--- src/rtl/envelope_averager_pkg.sv ---
// Shared definitions for the envelope chain (rectifier, averager, output stages).
//   state_e     : stream FSM states shared by the streaming stages
//   DefaultN    : default sample width
//   DefaultLogW : default log2 of the averaging window
//   sum_w()     : accumulator width needed for a 2^log_w-point sum of n-bit samples
package envelope_averager_pkg;

  typedef enum logic [1:0] {
    StIdle,
    StFill,
    StRun,
    StDone
  } state_e;

  localparam int unsigned DefaultN    = 16;
  localparam int unsigned DefaultLogW = 3;

  // A sum of 2^log_w unsigned n-bit values never needs more than n+log_w bits.
  function automatic int unsigned sum_w(input int unsigned n, input int unsigned log_w);
    return n + log_w;
  endfunction

  localparam int unsigned DefaultSumW = sum_w(DefaultN, DefaultLogW);

endpackage

--- src/rtl/envelope_averager_sample_ring.sv ---
// W x N sample ring for the moving-average window.
//   clk, rst_n : clock and asynchronous active-low reset (reset zeroes every entry)
//   ptr_i      : entry addressed for both read and write
//   wr_en_i    : write wr_data_i into ring[ptr_i] at the clock edge
//   clr_en_i   : write zero into ring[ptr_i] (clear sweep); wins over wr_en_i
//   wr_data_i  : sample to store
//   rd_data_o  : current contents of ring[ptr_i] (read-before-write: the value evicted
//                by a write in the same cycle)
module envelope_averager_sample_ring #(
  parameter int unsigned N     = 16,
  parameter int unsigned LOG_W = 3
) (
  input  logic             clk,
  input  logic             rst_n,
  input  logic [LOG_W-1:0] ptr_i,
  input  logic             wr_en_i,
  input  logic             clr_en_i,
  input  logic [N-1:0]     wr_data_i,
  output logic [N-1:0]     rd_data_o
);

  localparam int unsigned W = 1 << LOG_W;

  logic [N-1:0] ring_q [W];
  logic [N-1:0] ring_d [W];

  always_comb begin
    ring_d = ring_q;
    if (clr_en_i) begin
      ring_d[ptr_i] = '0;
    end else if (wr_en_i) begin
      ring_d[ptr_i] = wr_data_i;
    end
  end

  always_ff @(posedge clk or negedge rst_n) begin
    if (!rst_n) begin
      for (int i = 0; i < int'(W); i++) begin
        ring_q[i] <= '0;
      end
    end else begin
      ring_q <= ring_d;
    end
  end

  assign rd_data_o = ring_q[ptr_i];

endmodule

--- src/rtl/envelope_averager.sv ---
// 2^LOG_W-point moving average of rectified magnitude samples.
//   clk, rst_n : clock and asynchronous active-low reset
//   ready      : upstream sample valid this cycle
//   in_data    : unsigned rectified sample
//   stop       : upstream end-of-stream marker
//   avg_data   : moving-average result (truncated, no rounding)
//   send_data  : one-cycle pulse, avg_data valid; only once the window is full
//   fill_level : samples currently in the window (0..W)
//   done       : end of stream acknowledged; high for the whole DONE state
// A result appears one edge after the accept that produced it. After stop the ring is
// cleared by a W-cycle pointer sweep; ready during the sweep is ignored.
module envelope_averager
  import envelope_averager_pkg::*;
#(
  parameter int unsigned N     = DefaultN,
  parameter int unsigned LOG_W = DefaultLogW
) (
  input  logic           clk,
  input  logic           rst_n,
  input  logic           ready,
  input  logic [N-1:0]   in_data,
  input  logic           stop,
  output logic [N-1:0]   avg_data,
  output logic           send_data,
  output logic [LOG_W:0] fill_level,
  output logic           done
);

  localparam int unsigned SumW = sum_w(N, LOG_W);
  // W expressed in fill/sweep counter width.
  localparam logic [LOG_W:0] FillMax = {1'b1, {LOG_W{1'b0}}};

  state_e           state_q, state_d;
  logic [SumW-1:0]  sum_q, sum_d;
  logic [LOG_W-1:0] wr_ptr_q, wr_ptr_d;
  logic [LOG_W:0]   fill_q, fill_d;
  logic [LOG_W:0]   sweep_q, sweep_d;
  logic [N-1:0]     res_q, res_d;
  logic             res_vld_q, res_vld_d;
  logic [N-1:0]     avg_q, avg_d;
  logic             send_q, send_d;
  logic             done_q, done_d;

  logic             accept;
  logic             sweep_done;
  logic [SumW-1:0]  sum_acc;
  logic [LOG_W:0]   fill_acc;
  logic [N-1:0]     ring_rd;
  logic             ring_clr_en;

  envelope_averager_sample_ring #(
    .N     (N),
    .LOG_W (LOG_W)
  ) u_ring (
    .clk       (clk),
    .rst_n     (rst_n),
    .ptr_i     (wr_ptr_q),
    .wr_en_i   (accept),
    .clr_en_i  (ring_clr_en),
    .wr_data_i (in_data),
    .rd_data_o (ring_rd)
  );

  always_comb begin
    sweep_done = (sweep_q == FillMax);
    // In DONE only a clean ready (no stop) after the sweep starts a new stream.
    accept     = ready && ((state_q != StDone) || (sweep_done && !stop));
    // ring_rd is part of sum_q, so this never underflows.
    sum_acc    = sum_q + SumW'(in_data) - SumW'(ring_rd);
    fill_acc   = (fill_q == FillMax) ? FillMax : fill_q + (LOG_W + 1)'(1);

    state_d     = state_q;
    sum_d       = sum_q;
    wr_ptr_d    = wr_ptr_q;
    fill_d      = fill_q;
    sweep_d     = sweep_q;
    res_d       = res_q;
    res_vld_d   = 1'b0;
    ring_clr_en = 1'b0;

    if (accept) begin
      sum_d    = sum_acc;
      wr_ptr_d = wr_ptr_q + LOG_W'(1);
      fill_d   = fill_acc;
      // Stage the result from sum_acc, not sum_q: a stop in the same cycle clears sum_q
      // but the sample's result must still go out.
      if (fill_acc == FillMax) begin
        res_vld_d = 1'b1;
        res_d     = sum_acc[SumW-1:LOG_W];
      end
    end

    unique case (state_q)
      StIdle, StFill: begin
        if (accept) begin
          state_d = (fill_acc == FillMax) ? StRun : StFill;
        end
      end
      StRun: begin
      end
      StDone: begin
        if (accept) begin
          state_d = (fill_acc == FillMax) ? StRun : StFill;
        end else if (!sweep_done) begin
          ring_clr_en = 1'b1;
          wr_ptr_d    = wr_ptr_q + LOG_W'(1);
          sweep_d     = sweep_q + (LOG_W + 1)'(1);
        end
      end
      default: state_d = StIdle;
    endcase

    // Stop is honoured after the same-cycle sample has been folded in above.
    if (stop && (state_q != StDone)) begin
      state_d  = StDone;
      sum_d    = '0;
      fill_d   = '0;
      wr_ptr_d = '0;
      sweep_d  = '0;
    end

    avg_d  = res_vld_q ? res_q : avg_q;
    send_d = res_vld_q;
    done_d = (state_d == StDone);
  end

  always_ff @(posedge clk or negedge rst_n) begin
    if (!rst_n) begin
      state_q   <= StIdle;
      sum_q     <= '0;
      wr_ptr_q  <= '0;
      fill_q    <= '0;
      sweep_q   <= '0;
      res_q     <= '0;
      res_vld_q <= 1'b0;
      avg_q     <= '0;
      send_q    <= 1'b0;
      done_q    <= 1'b0;
    end else begin
      state_q   <= state_d;
      sum_q     <= sum_d;
      wr_ptr_q  <= wr_ptr_d;
      fill_q    <= fill_d;
      sweep_q   <= sweep_d;
      res_q     <= res_d;
      res_vld_q <= res_vld_d;
      avg_q     <= avg_d;
      send_q    <= send_d;
      done_q    <= done_d;
    end
  end

  assign avg_data   = avg_q;
  assign send_data  = send_q;
  assign fill_level = fill_q;
  assign done       = done_q;

endmodule

--- config.mk ---
export PLATFORM = sky130hd
export DESIGN_NAME = envelope_averager
export DESIGN_NICKNAME = d
export VERILOG_FILES = /design/src/rtl/envelope_averager_pkg.sv /design/src/rtl/envelope_averager_sample_ring.sv /design/src/rtl/envelope_averager.sv
export SDC_FILE = /design/constraint.sdc
export NUM_CORES = 1
export LEC_CHECK = 0
export ABC_AREA = 1
export ABC_CLOCK_PERIOD_IN_PS = 2820
export BUFFER_PORTS_ARGS = -buffer_cell sky130_fd_sc_hd__buf_2
export CAP_MARGIN = 20
export CELL_PAD_IN_SITES_DETAIL_PLACEMENT = 0
export CELL_PAD_IN_SITES_GLOBAL_PLACEMENT = 1
export CORE_MARGIN = 10
export CORE_UTILIZATION = 38
export DETAILED_ROUTE_END_ITERATION = 10
export GPL_TIMING_DRIVEN = 0
export PLACE_DENSITY_LB_ADDON = 0.1
export SETUP_SLACK_MARGIN = 0.05
export SYNTH_ARGS = -nofsm -noshare
export SYNTH_HDL_FRONTEND = slang
export SYNTH_SLANG_ARGS = --single-unit
--- constraint.sdc ---
create_clock -name clk -period 2.82 [get_ports clk]
set_input_delay 0 -clock clk [delete_from_list [all_inputs] [get_ports clk]]
set_output_delay 0 -clock clk [all_outputs]
set_load 0.05 [all_outputs]
; Yosys cells after proc, flatten, opt, wreduce, memory -nomap -nowiden
; Index checks and enable logic that the tools add are counted.
[totals]
output_inout_bits = 22
word_cells = 81
reg_bits = 195
in_bits = 20
[classes]
reduce_logical = 13
mux = 31
eq_ne = 9
n_lt_le_gt_ge = 2
bitwise_logic = 3
addsub = 5
[op_table]
columns = op, count
row1 = 2-to-1 mux 128 bit, 2
row2 = AND 128 bit, 1
row3 = bitwise mux 128 bit, 1
row4 = NOT 128 bit, 1
row5 = binary-select mux 16 bit (select 3 bit), 1
row6 = demux 16 bit (select 3 bit), 1
row7 = 2-to-1 mux 16 bit, 3
row8 = 2-to-1 mux 19 bit, 2
row9 = 2-to-1 mux 4 bit, 7
row10 = adder 19 x 16 -> 19 bit, 1
row11 = subtractor 19 x 16 -> 19 bit, 1
row12 = 2-to-1 mux 3 bit, 5
row13 = equality test 4 bit (second input constant), 3
row14 = adder 4 x 1 -> 4 bit (second input constant), 2
row15 = 2-to-1 mux 2 bit, 4
row16 = nonzero test 2 bit, 3
row17 = 2-to-1 mux 1 bit, 5
row18 = equality test 2 bit (second input constant), 2
row19 = greater-or-equal comparator 4 bit (second input constant), 1
row20 = logical AND 1 bit, 4
row21 = < comparator 4 x 1 -> 1 bit (second input constant), 1
row22 = inequality test 2 x 1 -> 1 bit (second input constant), 2
row23 = NOT 3 -> 4 bit, 1
row24 = adder 3 x 1 -> 3 bit (second input constant), 1
row25 = 8 further kinds, 8

; Logic depth before layout (Yosys ltp)
[logic_depth]
depth_word = 9
ltp_mapped = 23
ltp_nobuf = 21

; Modules after synthesis
; Synthesis repeated with hierarchy kept, for this count alone.
[unflattened]
cells_unflattened = 1492
hier_area_um2 = 11036.8
[by_module_without_submodules]
columns = mod, area_per_inst_um2, seq_area_each_um2, instances, cells_per_inst
row1 = envelope_averager_sample_ring, 6647.6, 3203.1, 1, 958
row2 = envelope_averager, 4389.2, 1676.6, 1, 534

; Least setup slack after synthesis
; OpenSTA, ideal clock, no wires.
[synth_timing]
path_type = flip-flop to flip-flop
start = register wr_ptr_q[0]
end = register res_q[13]
setup_time_ps = 117
path_stages_with_launch = 19
required_ps = 2703
arrival_ps = 2958
path_buffers = 2
period_less_slack_ps = 3075
setup_slack_ps = -255
path_cell_list = dfrtp_1 -> buf_2 -> inv_2 -> nand3_1 -> inv_2 -> buf_2 -> a221oi_1 -> nand2_1 -> fa_1 -> inv_1 -> fa_1 -> nand3_1 -> nand3_1 -> nand2_1 -> nand2_1 -> nand2_1 -> nand3b_1 -> nand3_1 -> nand2_1
[synth_via]
elab_chain_cells = 5
[synth_lines]
columns = element, line
row1 = start: declaration, envelope_averager.sv:35  ; logic [LOG_W-1:0] wr_ptr_q, wr_ptr_d;
row2 = start signal: assignment, envelope_averager.sv:142  ; wr_ptr_q <= wr_ptr_d;
row3 = NOT 3 -> 4 bit (implied by the code), envelope_averager_sample_ring.sv:46  ; assign rd_data_o = ring_q[ptr_i];
row4 = binary-select mux 16 bit (select 3 bit), envelope_averager_sample_ring.sv:46
row5 = 2-to-1 mux 16 bit (implied by the code) (2 in series), envelope_averager_sample_ring.sv:46
row6 = subtractor 19 x 16 -> 19 bit, envelope_averager.sv:69  ; sum_acc = sum_q + SumW'(in_data) - SumW'(ring_rd);
row7 = end signal: assignment, envelope_averager.sv:145  ; res_q <= res_d;
row8 = end: declaration, envelope_averager.sv:38  ; logic [N-1:0] res_q, res_d;
; Every way passes these cells. The select of a mux whose other input is x is not followed.
; A chain may end at the register's enable or synchronous reset.

; Worst setup path after layout
[layout_timing]
start = register wr_ptr_q[0]
end = register sum_q[9]
[layout_via]
elab_chain_cells = 7
[layout_lines]
columns = element, line
row1 = NOT 3 -> 4 bit (implied by the code), envelope_averager_sample_ring.sv:46
row2 = binary-select mux 16 bit (select 3 bit), envelope_averager_sample_ring.sv:46
row3 = 2-to-1 mux 16 bit (implied by the code) (2 in series), envelope_averager_sample_ring.sv:46
row4 = subtractor 19 x 16 -> 19 bit, envelope_averager.sv:69
row5 = 2-to-1 mux 19 bit, envelope_averager.sv:81  ; if (accept) begin
row6 = 2-to-1 mux 19 bit, envelope_averager.sv:114  ; if (stop && (state_q != StDone)) begin
row7 = end signal: assignment, envelope_averager.sv:141  ; sum_q <= sum_d;
row8 = end: declaration, envelope_averager.sv:34  ; logic [SumW-1:0] sum_q, sum_d;
; Every way passes these cells. The select of a mux whose other input is x is not followed.

==> metrics <==
status finished with violations; failing checks setup timing; Max Slew Vio Count 0; Num CTS Buffers 17; Initial Util 38.57%; fmax 0.3032 GHz; Die X 179.9 um; RR Startpoint wr_ptr_q[0]; worst-case reg-to-reg path depth 17; RSZ-0062 raised after global routing yes; Total GRT Usage 19.95%; CP Data Required Time 3.13 ns; yosys warns 0; # H-tree levels 4; internal power 8.854 mW; Yosys top cell by area dfrtp_1; initial antenna violation count 0; area share of the largest cell type after synthesis 50.24%; ranking of synthesized cells by area dfrtp_1 (50%), o21ai_0 (9.7%), nand2_1 (7.4%); Sequential Power Share 24.1%; Worst setup EP type flop; core outline area 0.02518 sq mm; FF+latch count, synth 195; FF-to-FF End sum_q[9]; fin crit share 116.9%; Post-synth EDFFs 0; static leakage 5.996 nW; syn_nets 1166; most frequent cell after synthesis dfrtp_1; # diodes 0; most common library cells after synthesis dfrtp_1 (195), nand2_1 (191), o21ai_0 (189), inv_1 (170), o22ai_1 (77); Total Wirelength 32590 um; Hold WS 0.1010 ns; Die Y 179.9 um; Setup Skew 0.01486 ns; top_reg_cell synth dfrtp_1; Pwr Density 1268 mW/mm^2; Net Sw Power 7.637 mW; synth unique cells 35; CP Class flop to flop; R2R Setup Slk -0.48 ns; Post-synth ARST share 100.0%; Clk network pwr share 15.8%; synthesized instance count 1106; Worst EP arrival 3.61 ns; largest net degree at the start of global routing 116; clk buf depth 2; Max Cap Viol 0; Placer Congestion 0.8513; Max VDD drop 0.5927 mV; crit path max fanout 6; port bufs 41; number of global-route vias before repair 8720; CTS tree built; critical path launch point type flop; Fin Setup TNS -12.98 ns; clk_lat worst skew 0.44 ns; Ports 42; Setup WS post-layout -0.4776 ns; Area growth, synth to finish 33.93%; worst hold path type input port to flop; share of layout cells above drive strength 1 31.47%; combinational power share 60.1%; grt total ovfl 0; Final Hold Vio Count 0; Pre-antenna DRT Iters 5; Avg Cell Area, Syn 8.782 sq um; wire per inst 20.56 um; nets@finish 1302; via count 8514; hpwl dp 22450 um; CP endpoint sum_q[9]; number of routed nets with antenna violations 0; clk root buf clkbuf_16; via/cell ratio 5.372; Setup-failing EPs final 33; sequential share of the synthesized area 50.24%; Site Rows 58; Worst Tran Pin Value 0.7575 ns; CTS clk-pin slew, worst paths 0.08 ns; DRC 0; Sw Ratio 46.31%; number of DRC markers in iteration 0 681; CTS Sinks 195; start point of the critical path wr_ptr_q[0]; Post-Synthesis Cell Area 0.009713 sq mm; die area 0.03236 sq mm; Rel. slew slack 49.50%; first-pass GRT wire length 51230 um; clock period minus final worst setup slack 3.298 ns
==> cell type report <==
type	count	area, sq um
Buffer	37	284.0
Clock buffer	19	432.9
Clock inverter	13	173.9
Fill cell	2385	12170
Inverter	179	723.2
Multi-Input combinational cell	696	5146
Sequential cell	195	4882
Tap cell	330	412.9
Timing Repair Buffer	116	953.4
==> worst max-delay path, cell delays in order, from the launching register on <==
cell and delay, ns:
dfrtp_1 0.40, buf_8 0.18, clkinv_8 0.08, nand3_4 0.12
clkinvlp_4 0.19, buf_6 0.17, a221oi_4 0.25, nand2_2 0.11
fa_1 0.53, inv_2 0.05, ha_4 0.27, nand2_4 0.09
inv_2 0.06, a21oi_2 0.16, nand3_4 0.16, nor2_2 0.12
nand3b_1 0.14, o21ai_1 0.08
==> logic make-up after synthesis <==
kind of cell | Yosys count | synth area share (%)
adders and majority gates | 40 | 6.389
buffers and inverters | 216 | 8.682
xor gates and xnor gates | 10 | 0.9017
muxes | 12 | 1.391
DFF | 195 | 50.24
and+or+nand+nor | 304 | 13.47
AOI/OAI and AO/OA | 329 | 18.92
==> registers in the layout, indices dropped and copies added (netlist names) <==
register and flops:
u_ring.ring_q 128, sum_q 19, avg_data 16, res_q 16, fill_level 4, sweep_q 4, wr_ptr_q 3, state_q 2
done 1, res_vld_q 1, send_data 1
==> worst min path at each step <==
stage | from | end | slack, ns | cells past startpoint
after floorplan | rst_n | avg_data[0] | -0.30 | 0
after global placement | stop | state_q[1] | 0.28 | 3
after detailed placement | rst_n | u_ring.ring_q[39] | 0.05 | 1
after CTS | in_data[3] | u_ring.ring_q[19] | 0.09 | 3
after global routing | in_data[15] | u_ring.ring_q[127] | 0.11 | 3
final | in_data[11] | u_ring.ring_q[27] | 0.10 | 3
==> repair_timing <==
item                                    in CTS  in global routing
cloned                                       2                  1
endpoints found under the setup margin      34                 34
pin swaps                                   56                 53
hold endpoints to repair                    84                  0
buffers inserted                            50                 19
gates resized for setup                    203                 68
hold buffers                                 4                  0
==> cell usage in the layout, fill, tap and decap left out, drive strengths merged <==
master       count
buf            131
dfrtp          195
fa              16
a221oi          16
mux2            12
o2111ai          1
ha              24
dlygate4sd3      4
nand2          192
clkinvlp         4
a22oi            4
o21ai          191
a211oi           4
clkinv           4
xnor2            6
o21a             1
clkbuf          37
xor2             4
nand4            2
o211ai           2
nor2            50
nand3           49
nor3             2
bufinv           3
o22ai           77
inv            181
and2             2
nand3b           8
a21oi           33
==> power groups by stage <==
stage	Combinational [mW]	Sequential (mW)	Clock [mW]
2_1_floorplan	4.54	4.05	0
3_3_place_gp	6.65	3.97	0
3_5_place_dp	6.67	3.99	0
4_1_cts	9.00	3.95	2.64
5_1_grt	10.8	4.06	2.76
6_report	9.91	3.97	2.61
==> stage by stage <==
| step | instances | utilization, % | instance area [sq um] | setup slack (ns) | power (mW) |
|---|---|---|---|---|---|
| 3_5_place_dp | 1478 | 42.45 | 10690 | -0.7194 | 10.66 |
| 5_1_grt | 1585 | 51.66 | 13010 | -0.5943 | 17.57 |
| 2_1_floorplan | 1106 | - | 10030 | 0.01254 | 8.585 |
| 4_1_cts | 1566 | 49.90 | 12560 | -0.4305 | 15.60 |
| 6_report | 1585 | 51.66 | 13010 | -0.4776 | 16.49 |
| 3_3_place_gp | 1477 | 42.30 | 10650 | -2.148 | 10.62 |
==> layer usage <==
layer,vias to the layer above,GRT usage [%],part of all wire (%)
li1,3978,-,-
met1,4270,28.81,48
met2,226,30.57,45
met3,40,2.811,4.9
met4,0,5.227,1.7
met5,-,0,0
Note: power is estimated with default switching activity, not from simulation.
